### src/rtl/dma_task_ctrl.sv
// Descriptor-level DMA task controller: splits a CSR-programmed task into
// window-aligned read bursts, tracks outstanding bursts and reports done/error.
module dma_task_ctrl #(
    parameter int ADDR_WIDTH      = 32,
    parameter int MAX_BURST_BYTES = 256,
    parameter int MAX_OUTSTANDING = 4,
    parameter int TIMEOUT_CYCLES  = 65535
) (
    input  logic                               clk,
    input  logic                               rst_n,
    input  logic                               i_start,
    input  logic                               i_hw_init,
    input  logic [ADDR_WIDTH-1:0]              i_base_addr,
    input  logic [31:0]                        i_len,
    output logic                               o_cmd_valid,
    input  logic                               i_cmd_ready,
    output logic [ADDR_WIDTH-1:0]              o_cmd_addr,
    output logic [$clog2(MAX_BURST_BYTES):0]   o_cmd_len,
    input  logic                               i_cpl_valid,
    input  logic                               i_cpl_err,
    output logic                               o_busy,
    output logic                               o_done,
    output logic                               o_error
);

    localparam int OFF_W = $clog2(MAX_BURST_BYTES);
    localparam int LEN_W = OFF_W + 1;
    localparam int OUT_W = $clog2(MAX_OUTSTANDING + 1);
    localparam int TO_W  = $clog2(TIMEOUT_CYCLES + 1);

    typedef enum logic [2:0] {
        IDLE,
        CHECK,
        ISSUE,
        DRAIN,
        DONE,
        ERR
    } state_e;

    state_e                state_q, state_d;
    logic [ADDR_WIDTH-1:0] addr_q, addr_d;
    logic [31:0]           remaining_q, remaining_d;
    logic [OUT_W-1:0]      outstanding_q, outstanding_d;
    logic [TO_W-1:0]       timeout_q, timeout_d;
    logic                  errFlag_q, errFlag_d;
    logic                  cmdValid_q, cmdValid_d;
    logic [ADDR_WIDTH-1:0] cmdAddr_q, cmdAddr_d;
    logic [LEN_W-1:0]      cmdLen_q, cmdLen_d;
    logic                  done_q, done_d;
    logic                  error_q, error_d;
    logic                  busy_q, busy_d;

    logic                  cmdFire;
    logic                  cplFire;
    logic                  holdCmd;
    logic                  errNext;
    logic                  timeoutHit;
    logic [OUT_W-1:0]      outNext;
    logic [ADDR_WIDTH-1:0] addrAfter;
    logic [31:0]           remAfter;

    // Largest burst from addr that neither overruns the task nor crosses a window.
    function automatic logic [LEN_W-1:0] burstLen(input logic [ADDR_WIDTH-1:0] a,
                                                  input logic [31:0]           r);
        logic [LEN_W-1:0] room;
        room = LEN_W'(MAX_BURST_BYTES) - LEN_W'(a[OFF_W-1:0]);
        if (r < 32'(room)) begin
            return LEN_W'(r);
        end
        return room;
    endfunction

    assign cmdFire    = cmdValid_q & i_cmd_ready;
    assign cplFire    = i_cpl_valid & (outstanding_q != '0);
    assign holdCmd    = cmdValid_q & ~i_cmd_ready;
    assign errNext    = errFlag_q | (cplFire & i_cpl_err);
    assign timeoutHit = (timeout_q == TO_W'(TIMEOUT_CYCLES - 1));
    assign outNext    = outstanding_q + OUT_W'(cmdFire) - OUT_W'(cplFire);
    assign addrAfter  = cmdFire ? addr_q + ADDR_WIDTH'(cmdLen_q) : addr_q;
    assign remAfter   = cmdFire ? remaining_q - 32'(cmdLen_q) : remaining_q;

    always_comb begin
        state_d       = state_q;
        addr_d        = addr_q;
        remaining_d   = remaining_q;
        outstanding_d = outstanding_q;
        timeout_d     = timeout_q;
        errFlag_d     = errFlag_q;
        cmdValid_d    = cmdValid_q;
        cmdAddr_d     = cmdAddr_q;
        cmdLen_d      = cmdLen_q;
        done_d        = done_q;
        error_d       = error_q;

        if (i_hw_init) begin
            state_d       = IDLE;
            outstanding_d = '0;
            timeout_d     = '0;
            errFlag_d     = 1'b0;
            cmdValid_d    = 1'b0;
            done_d        = 1'b0;
            error_d       = 1'b0;
        end else begin
            case (state_q)
                IDLE, DONE, ERR: begin
                    if (i_start) begin
                        state_d     = CHECK;
                        addr_d      = i_base_addr;
                        remaining_d = i_len;
                        timeout_d   = '0;
                        errFlag_d   = 1'b0;
                        done_d      = 1'b0;
                        error_d     = 1'b0;
                    end
                end
                CHECK: begin
                    // Tasks must be whole 16-byte AES blocks on a block boundary.
                    if (remaining_q == '0 || remaining_q[3:0] != '0 || addr_q[3:0] != '0) begin
                        state_d = ERR;
                        error_d = 1'b1;
                    end else begin
                        state_d    = ISSUE;
                        cmdValid_d = 1'b1;
                        cmdAddr_d  = addr_q;
                        cmdLen_d   = burstLen(addr_q, remaining_q);
                    end
                end
                ISSUE, DRAIN: begin
                    outstanding_d = outNext;
                    addr_d        = addrAfter;
                    remaining_d   = remAfter;
                    errFlag_d     = errNext;
                    timeout_d     = (cmdFire || cplFire) ? '0 : timeout_q + 1'b1;
                    if (!cmdFire && !cplFire && timeoutHit) begin
                        state_d       = ERR;
                        error_d       = 1'b1;
                        outstanding_d = '0;
                        timeout_d     = '0;
                        cmdValid_d    = 1'b0;
                    end else if (state_q == DRAIN) begin
                        if (outNext == '0) begin
                            state_d = errNext ? ERR : DONE;
                            error_d = errNext;
                            done_d  = ~errNext;
                        end
                    end else if (!holdCmd) begin
                        // A presented command is never withdrawn, so decisions wait for its handshake.
                        if (remAfter == '0 || errNext) begin
                            state_d    = DRAIN;
                            cmdValid_d = 1'b0;
                        end else if (outNext < OUT_W'(MAX_OUTSTANDING)) begin
                            cmdValid_d = 1'b1;
                            cmdAddr_d  = addrAfter;
                            cmdLen_d   = burstLen(addrAfter, remAfter);
                        end else begin
                            cmdValid_d = 1'b0;
                        end
                    end
                end
                default: state_d = IDLE;
            endcase
        end

        busy_d = (state_d == CHECK) || (state_d == ISSUE) || (state_d == DRAIN);
    end

    always_ff @(posedge clk or negedge rst_n) begin
        if (!rst_n) begin
            state_q       <= IDLE;
            addr_q        <= '0;
            remaining_q   <= '0;
            outstanding_q <= '0;
            timeout_q     <= '0;
            errFlag_q     <= 1'b0;
            cmdValid_q    <= 1'b0;
            cmdAddr_q     <= '0;
            cmdLen_q      <= '0;
            done_q        <= 1'b0;
            error_q       <= 1'b0;
            busy_q        <= 1'b0;
        end else begin
            state_q       <= state_d;
            addr_q        <= addr_d;
            remaining_q   <= remaining_d;
            outstanding_q <= outstanding_d;
            timeout_q     <= timeout_d;
            errFlag_q     <= errFlag_d;
            cmdValid_q    <= cmdValid_d;
            cmdAddr_q     <= cmdAddr_d;
            cmdLen_q      <= cmdLen_d;
            done_q        <= done_d;
            error_q       <= error_d;
            busy_q        <= busy_d;
        end
    end

    assign o_cmd_valid = cmdValid_q;
    assign o_cmd_addr  = cmdAddr_q;
    assign o_cmd_len   = cmdLen_q;
    assign o_busy      = busy_q;
    assign o_done      = done_q;
    assign o_error     = error_q;

endmodule

### config.mk
export PLATFORM = sky130hd
export DESIGN_NAME = dma_task_ctrl
export DESIGN_NICKNAME = d
export VERILOG_FILES = /design/src/rtl/dma_task_ctrl.sv
export SDC_FILE = /design/constraint.sdc
export NUM_CORES = 1
export LEC_CHECK = 0
export ABC_CLOCK_PERIOD_IN_PS = 11300
export BUFFER_PORTS_ARGS = -buffer_cell sky130_fd_sc_hd__buf_2
export CAP_MARGIN = 20
export CORE_ASPECT_RATIO = 1.5
export CORE_UTILIZATION = 55
export DETAILED_ROUTE_END_ITERATION = 16
export PLACE_DENSITY = 0.83
export REMOVE_ABC_BUFFERS = 1
export SLEW_MARGIN = 20
export SYNTH_ARGS = -nofsm -noshare
export SYNTH_HDL_FRONTEND = slang
export SYNTH_SLANG_ARGS = --single-unit
### constraint.sdc
create_clock -name clk -period 11.3 [get_ports clk]
set_input_delay 1.695 -clock clk [delete_from_list [all_inputs] [get_ports clk]]
set_output_delay 1.695 -clock clk [all_outputs]
set_load 0.005 [all_outputs]
# --- Word-level counts from Yosys, hierarchy flattened ---
# Index checks and enable logic that the tools add are counted.
word_totals:
  wordCells: 163
  in_bits: 71
  regBits: 132
op_classes:
  bitwise_logic: 8
  n_reduce_logical: 31
  addsub: 7
  n_mux: 76
  order_cmp: 3
  eq_ne: 26
ops:
  columns: ["op", "count"]
  rows:
  - ["$mux W32", 10]
  - ["$pmux W32 S2", 3]
  - ["$mux W9", 10]
  - ["$logic_not A32 Y1", 2]
  - ["$lt A32 B9 Y1", 2]
  - ["$mux W16", 4]
  - ["$mux W3", 11]
  - ["$add A32 B9 Y32", 1]
  - ["$pmux W16 S2", 1]
  - ["$sub A32 B9 Y32", 1]
  - ["$mux W1", 31]
  - ["$ne A3 B3 Y1 const B", 6]
  - ["$pmux W9 S2", 1]
  - ["$sub A9 B8 Y9 const A", 2]
  - ["$add A16 B1 Y16 const B", 1]
  - ["$eq A16 B16 Y1 const B", 1]
  - ["$ne A4 B4 Y1 const B", 4]
  - ["$ne A2 B2 Y1 const B", 7]
  - ["$eq A3 B2 Y1 const B", 4]
  - ["$reduce_bool A4 Y1", 3]
  - ["$reduce_and A5 Y1", 2]
  - ["$pmux W3 S3", 1]
  - ["$reduce_bool A3 Y1", 3]
  - ["$reduce_and A8 Y1", 1]
  - ["other kinds (20)", 39]

# --- Longest topological paths before layout ---
# Gate-level depths: netlist (run 1).
depth:
  word_depth: 19
  depth_mapped: 21
  mapped_depth_nobuf: 17

# --- Worst setup path before layout (run 1) ---
# No wires, ideal clock.
synth_path:
  path_kind: "input-to-reg"
  start: "input port i_cmd_ready"
  end: "register cmdLen_q[0], in the netlist o_cmd_len[0]"
  required_time_ps: 11220
  slack_ps: 5949
  arrival_time_ps: 5271
  setup_time_ps: 80
  path_stages: 21
  cell_sequence: "and2_1 > buf_6 > inv_4 > buf_6 > buf_6 > clkbuf_1 > mux2i_1 > ha_1 > nand2_1 > or2_2 > xor2_1 > inv_1 > ha_1 > o21ai_0 > a21oi_1 > o211ai_1 > a21boi_0 > or4_4 > buf_6 > mux2_4 > o211ai_2"
synth_via:
  elab_chain_len: 19
  elab_cells_between_ends: 36
  classes_between: "3 x add/sub; 2 x order compare; 4 x eq/ne; 18 x mux; 3 x bitwise; 6 x reduce/logical"
synth_lines:
  columns: ["element", "line", "source"]
  rows:
  - ["from (decl)", "16", "input logic i_cmd_ready,"]
  - ["$and A1 B1 Y1", "73", "assign cmdFire = cmdValid_q & i_cmd_ready;"]
  - ["$mux W32", "79", "assign addrAfter = cmdFire ? addr_q + ADDR_WIDTH'(cmdLen_q) : addr_q;"]
  - ["$sub A9 B8 Y9", "66", "room = LEN_W'(MAX_BURST_BYTES) - LEN_W'(a[OFF_W-1:0]);"]
  - ["$lt A32 B9 Y1", "67", "if (r < 32'(room)) begin"]
  - ["$mux W1", "67", null]
  - ["$mux W1", "151", "end else if (outNext < OUT_W'(MAX_OUTSTANDING)) begin"]
  - ["$mux W1", "148", "if (remAfter == '0 || errNext) begin"]
  - ["$mux W1", "146", "end else if (!holdCmd) begin"]
  - ["[3 not listed]", null, null]
  - ["$mux W1", "95", "if (i_hw_init) begin"]
  - ["$mux W9", "70", "return room;"]
  - ["$mux W9", "151", null]
  - ["$mux W9", "148", null]
  - ["$mux W9", "146", null]
  - ["$mux W9", "140", "end else if (state_q == DRAIN) begin"]
  - ["$mux W9", "134", "if (!cmdFire && !cplFire && timeoutHit) begin"]
  - ["$pmux W9 S2", "104", "case (state_q)"]
  - ["to (signal assigned)", "190", "cmdLen_q <= cmdLen_d;"]
  - ["to (decl)", "48", "logic [LEN_W-1:0] cmdLen_q, cmdLen_d;"]
# Parallel ways exist; a longest one is shown, timed or not. The select of a mux whose other input is x is not followed.
# A chain may end at the register's enable or synchronous reset.

# --- Worst setup path after layout (run 1) ---
layout_path:
  start: "input port i_cmd_ready"
  end: "register cmdLen_q[3], in the netlist o_cmd_len[3]"
# Same word-level chain as after synthesis.

==> flow_summary.yaml, run 1 <==
clock_tree:
  cts_hold_buf: 0
  clock_latency_ns: 0.43
  cts_tree: "yes"
  clock-sinks: 132
  cts.clk_slew.worst_paths_ns: 0.06
  htree_levels: 4
  post_cts_buffers: 0
  clockBufferDepth: 2
  root_buffer: "clkbuf_16"
  cts_buffers: 17
  post_cts_resize_count: 0
power:
  leakage_nw: 4.78
  powerDensity_nw_per_um2: 179
  peakVddDrop_uv: 128
sta:
  period_share: 0.471
  fmax_mhz: 188
  slew_violations: 0
  worst-slew-pin-transition_ns: 0.975
  worst_slack_ns: 5.98
  rsz0062_at_grt: "false"
  setup_viol: 0
  fin_crit_ns: 5.32
  hold_viol: 0
  fin_skew_ns: 0.0140
  relSlewSlack: 0.350
  finalSetupTns_ns: 0
min_path:
  hold_end: "o_cmd_addr[24]"
  hold_start: "o_cmd_addr[24]"
  whs_path_depth: 1
  worstHoldPathType: "reg2reg"
synthesis:
  synth_top_area_frac: 0.341
  ys_seq_area_frac: 0.341
  ys_warn_count: 0
  synthFlopType: "dfrtp_1"
  synth_top_family_by_area: "compound AO/OA/AOI/OAI gates"
  ys_types: 89
  yosys_register_bits: 132
  synthMuxAreaShare: 0.0630
  synth_area_per_cell_um2: 8.24
  synth_compound_area_frac: 0.233
  syn_inst: 1174
  synth_top_area_cell: "dfrtp_1"
  async_flop_share: 1.00
  synth.area.top_cells: "dfrtp_1 34%, o21ai_0 6.6%, a21oi_1 5.5%"
  synth_xor_area_frac: 0.0407
  synth_fa_ha_area_frac: 0.0605
  synthSimpleGateAreaFrac: 0.210
  syn_area_um2: 9680
  synth_edf_count: 0
global_route:
  grt_pass1_vias: 8924
  grt_max_degree: 96
  grt_antenna_before_repair: 2
  grt_overflow: 0
  grt_pass1_wl_um: 44500
  track_usage: 0.320
layout:
  finalInstanceArea_um2: 10900
  drive_gt1_frac: 0.151
  fill_cells: 1502
  syn2layout_area_growth_pct: 12.3
  nNetsFinal: 1362
  final_common_cell: "dfrtp_1"
  most-common-layout-cells: "132 x dfrtp_1, 127 x o21ai_0, 115 x nand2_1"
  utilization: 0.629
place:
  placed_area_um2: 10300
  dp_hpwl_um: 19300
  place_ws_ns: 5.63
  gp_congestion: 0.953
  port_buffers: 115
die:
  ios: 116
  initial_utilization: 0.560
  rows: 59
  dieArea_um2: 18100
  chipWidth_um: 110
  chipHeight_um: 164
  core_um2: 17300
drt:
  drtIter0Drc: 730
  drt_first_pass_iters: 5
  drc_errors: 0
  num_vias: 9338
  vias_per_cell: 6.33
  antenna_left: 0
  wl_um: 27700
  routedWlPerCell_um: 18.8
setup_path:
  critPathArrivalTime_ns: 5.66
  reg2reg_from: "remaining_q[0]"
  critPathKind: "in2reg"
  critPathRequiredTime_ns: 11.64
  end_kind: "register"
  crit_fanout: 39
  r2r_slack_ns: 6.65
  r2r_cells: 14
  critPathLaunchType: "input port"
  r2r-end: "o_cmd_addr[28]"
outcome:
  status: "completed"
run:
  max_cap_violations: 0
==> worst max-delay path, stage by stage <==
cell      delay [ns]
buf_2           0.12
and2_1          0.15
buf_4           0.25
inv_4           0.37
mux2i_1         0.36
ha_1            0.28
nand2_1         0.07
or2_2           0.31
xor2_1          0.18
inv_1           0.07
ha_1            0.26
o21ai_0         0.16
a21oi_1         0.06
o211ai_1        0.15
a21boi_0        0.11
or4_4           0.55
mux2_4          0.34
o221ai_2        0.14
==> state kept, by name, indices dropped and copies added (netlist names) <==
register	flops
remaining_q	32
o_done	1
state_q	3
errFlag_q	1
o_cmd_addr	32
o_busy	1
o_cmd_valid	1
o_error	1
timeout_q	16
o_cmd_len	9
addr_q	32
outstanding_q	3
==> worst max path at each step <==
stage	depth (start not counted)	slack, ns	from	to
floorplan	6	5.37	state_q[1]	o_cmd_addr[10]
global placement	18	5.75	i_cmd_ready	o_cmd_len[3]
detailed placement	18	5.63	i_cmd_ready	o_cmd_len[3]
CTS	18	6.05	i_cmd_ready	o_cmd_len[3]
global route	18	5.74	i_cmd_ready	o_cmd_len[3]
finish	18	5.98	i_cmd_ready	o_cmd_len[3]
==> kinds of logic (layout without fill, tap and decap cells) <==
kind of cell,count (synthesis),count (layout)
buffers and inverters,121,206
other,0,3
AND/OR/NAND/NOR,401,401
adder cells (fa/ha/maj),45,45
XOR/XNOR,45,45
flip-flops,132,132
AO/OA/AOI/OAI,374,374
multiplexers,56,56
==> synthesized netlist by cell type, types with 7 or more instances <==
library cell,count
dfrtp_1,132
o21ai_0,127
nand2_1,115
a21oi_1,106
nor2_1,99
clkbuf_1,49
inv_1,49
ha_1,42
nand3_1,38
mux2i_1,26
mux2_1,25
nor3_1,24
o22ai_1,24
xor2_1,24
xnor2_1,21
nor4_1,17
a21o_1,16
and3_1,16
nand4_1,16
a31oi_1,13
and2_1,12
or3_1,11
a211oi_1,10
buf_2,8
nand2b_1,8
o21ai_1,8
buf_1,7
==> where the power goes <==
group / internal, mW / switching [mW] / leakage (nW)
clock network: 0.305 / 0.229 / 0.262
registers: 0.574 / 0.131 / 1.65
logic: 0.306 / 0.406 / 2.87
total: 1.18 / 0.766 / 4.78
==> layout make-up <==
| class | count | area (um^2) | area share |
|---|---|---|---|
| diodes | 3 | 7.51 | 0.000691 |
| clock buffers | 19 | 433 | 0.0398 |
| clock inverters | 13 | 125 | 0.0115 |
| inverters | 51 | 194 | 0.0178 |
| multi-input cells | 921 | 5900 | 0.543 |
| flip-flops and latches | 132 | 3300 | 0.304 |
| well taps | 213 | 267 | 0.0245 |
| repair buffers | 123 | 642 | 0.0590 |
==> routing by layer <==
layer  vias up  track usage  wire length, um
li1       4426            -                -
met1      4442        0.370            11000
met2       369        0.517            13500
met3       101       0.0927             1910
met4         0        0.194             1360
met5         -            0                0
==> metrics by stage <==
stage | instances | power (mW) | hold WS, ns
floorplan | 1104 | 1.16 | 0.443
global placement | 1440 | 1.38 | 0.462
detailed placement | 1440 | 1.40 | 0.469
CTS | 1472 | 1.95 | 0.482
global route | 1472 | 2.08 | 0.500
finish | 1475 | 1.95 | 0.481
(Power assumes the default switching activity.)
==> run 2, diff against run 1 <==
- ABC_CLOCK_PERIOD_IN_PS: 11300 -> 5100
- clock period: 11.3 -> 5.1 ns (I/O delays scaled with it)
==> flow_summary.yaml, run 2 (synthesis gave the netlist of run 1 again) <==
min_path:
  worstHoldPathType: "in2async"
run:
  max_cap_violations: 0
sta:
  hold_viol: 0
  worst-slew-pin-transition_ns: 1.00
  slew_violations: 0
  setup_viol: 0
  fin_crit_ns: 4.66
  rsz0062_at_grt: "false"
  fmax_mhz: 215
  worst_slack_ns: 0.444
  period_share: 0.913
  holdWs_ns: 0.389
  relSlewSlack: 0.330
  fin_skew_ns: 0.0103
power:
  peakVddDrop_uv: 221
  powerDensity_nw_per_um2: 410
  leakage_nw: 4.86
drt:
  drt_first_pass_iters: 6
  routedWlPerCell_um: 19.5
  drtIter0Drc: 796
  vias_per_cell: 6.43
  num_vias: 9520
  drc_errors: 0
  wl_um: 28900
  antenna_left: 0
place:
  port_buffers: 115
  gp_congestion: 0.959
  place_ws_ns: 0.641
  dp_hpwl_um: 20100
  placed_area_um2: 10400
setup_path:
  crit_buf_inv: 1
  crit_path_cell_trace: "ha_1, a211oi_1, o21bai_1, a2111oi_0, o21ai_0, a21oi_1, a21oi_1, xnor2_1, inv_1, ha_1, a21oi_1, a21boi_0, or4_4, mux2_4, o221ai_2"
  critPathKind: "reg2reg"
  critPathArrivalTime_ns: 5.01
  critPathRequiredTime_ns: 5.45
  setup.worst_path.start: "addr_q[1]"
  reg2reg_from: "addr_q[1]"
  r2r_slack_ns: 0.44
  end_kind: "register"
  critPathLaunchType: "register"
  worst_path_max_delay_cell: "a2111oi_0"
  worst_path_most_repeated_cell: "a21oi_1"
  critPathMaxStageDelay_ns: 0.85
  crit_fanout: 9
  crit_family: "compound AO/OA/AOI/OAI gates"
die:
  dieArea_um2: 18100
  initial_utilization: 0.560
  ios: 116
  chipWidth_um: 110
  rows: 59
  core_um2: 17300
  chipHeight_um: 164
clock_tree:
  htree_levels: 4
  clock-sinks: 132
  root_buffer: "clkbuf_16"
  clock_latency_ns: 0.44
  post_cts_buffers: 0
  clockBufferDepth: 2
  post_cts_resize_count: 0
  cts.clk_slew.worst_paths_ns: 0.06
  cts_hold_buf: 0
  cts_tree: "yes"
  cts_buffers: 17
layout:
  final_common_cell: "dfrtp_1"
  fill_cells: 1469
  finalInstanceArea_um2: 11000
  most-common-layout-cells: "132 x dfrtp_1, 127 x o21ai_0, 115 x nand2_1"
  syn2layout_area_growth_pct: 13.8
  nNetsFinal: 1369
  drive_gt1_frac: 0.156
global_route:
  grt_antenna_before_repair: 2
  grt_max_degree: 97
  grt_overflow: 0
  grt_pass1_vias: 9457
  track_usage: 0.332
  grt_pass1_wl_um: 46500
outcome:
  status: "completed"
[run 2: cell count changes in the layout (fill, tap and decap cells not counted)]
cell and delta:
inv_6 -1, diode_2 -2, inv_8 -1, clkbuf_1 -1
clkbuf_8 +2, buf_12 +2, clkinv_2 +1, buf_4 +5
bufinv_16 +3, clkinv_4 -1, clkinvlp_4 -2
[run 2: where the power goes]
| group | internal [mW] | switching, mW | leakage [nW] |
|---|---|---|---|
| clock | 0.845 | 0.500 | 0.307 |
| sequential | 1.27 | 0.302 | 1.65 |
| combinational | 0.684 | 0.919 | 2.91 |
[run 2: per-stage QoR]
stage	power (mW)	TNS (ns)	std cells	util
after floorplan	2.57	-21.15	1104	-
after global placement	3.07	0	1447	0.601
after detailed placement	3.13	0	1447	0.601
after CTS	4.48	0	1479	0.638
after global routing	4.79	0	1479	0.638
final	4.52	0	1480	0.638
[run 2: metal layers]
| layer | GRT usage | routed length [um] |
|---|---|---|
| met4 | 0.203 | 1580 |
| met1 | 0.377 | 10800 |
| met5 | 0 | 13 |
| met3 | 0.0931 | 2290 |
| met2 | 0.546 | 14200 |
[run 2: path summary, 6_finish.rpt]
check	cells after the start	to
max in group asynchronous	2	o_cmd_addr[16]
hold / removal	1	remaining_q[3]
setup reg to reg	15	o_cmd_len[5]
setup / recovery	15	o_cmd_len[5]
min in group clk	1	o_cmd_addr[3]
hold reg to reg	1	o_cmd_addr[3]
[run 2: cell type report]
| class | instances | area [um^2] | share of cell area |
|---|---|---|---|
| Inverter | 51 | 194 | 0.0176 |
| Timing Repair Buffer | 130 | 719 | 0.0653 |
| Sequential cell | 132 | 3300 | 0.300 |
| Clock buffer | 20 | 457 | 0.0414 |
| Multi-Input combinational cell | 921 | 5900 | 0.535 |
| Clock inverter | 12 | 176 | 0.0160 |
| Tap cell | 213 | 267 | 0.0242 |
| Antenna cell | 1 | 2.50 | 0.000227 |
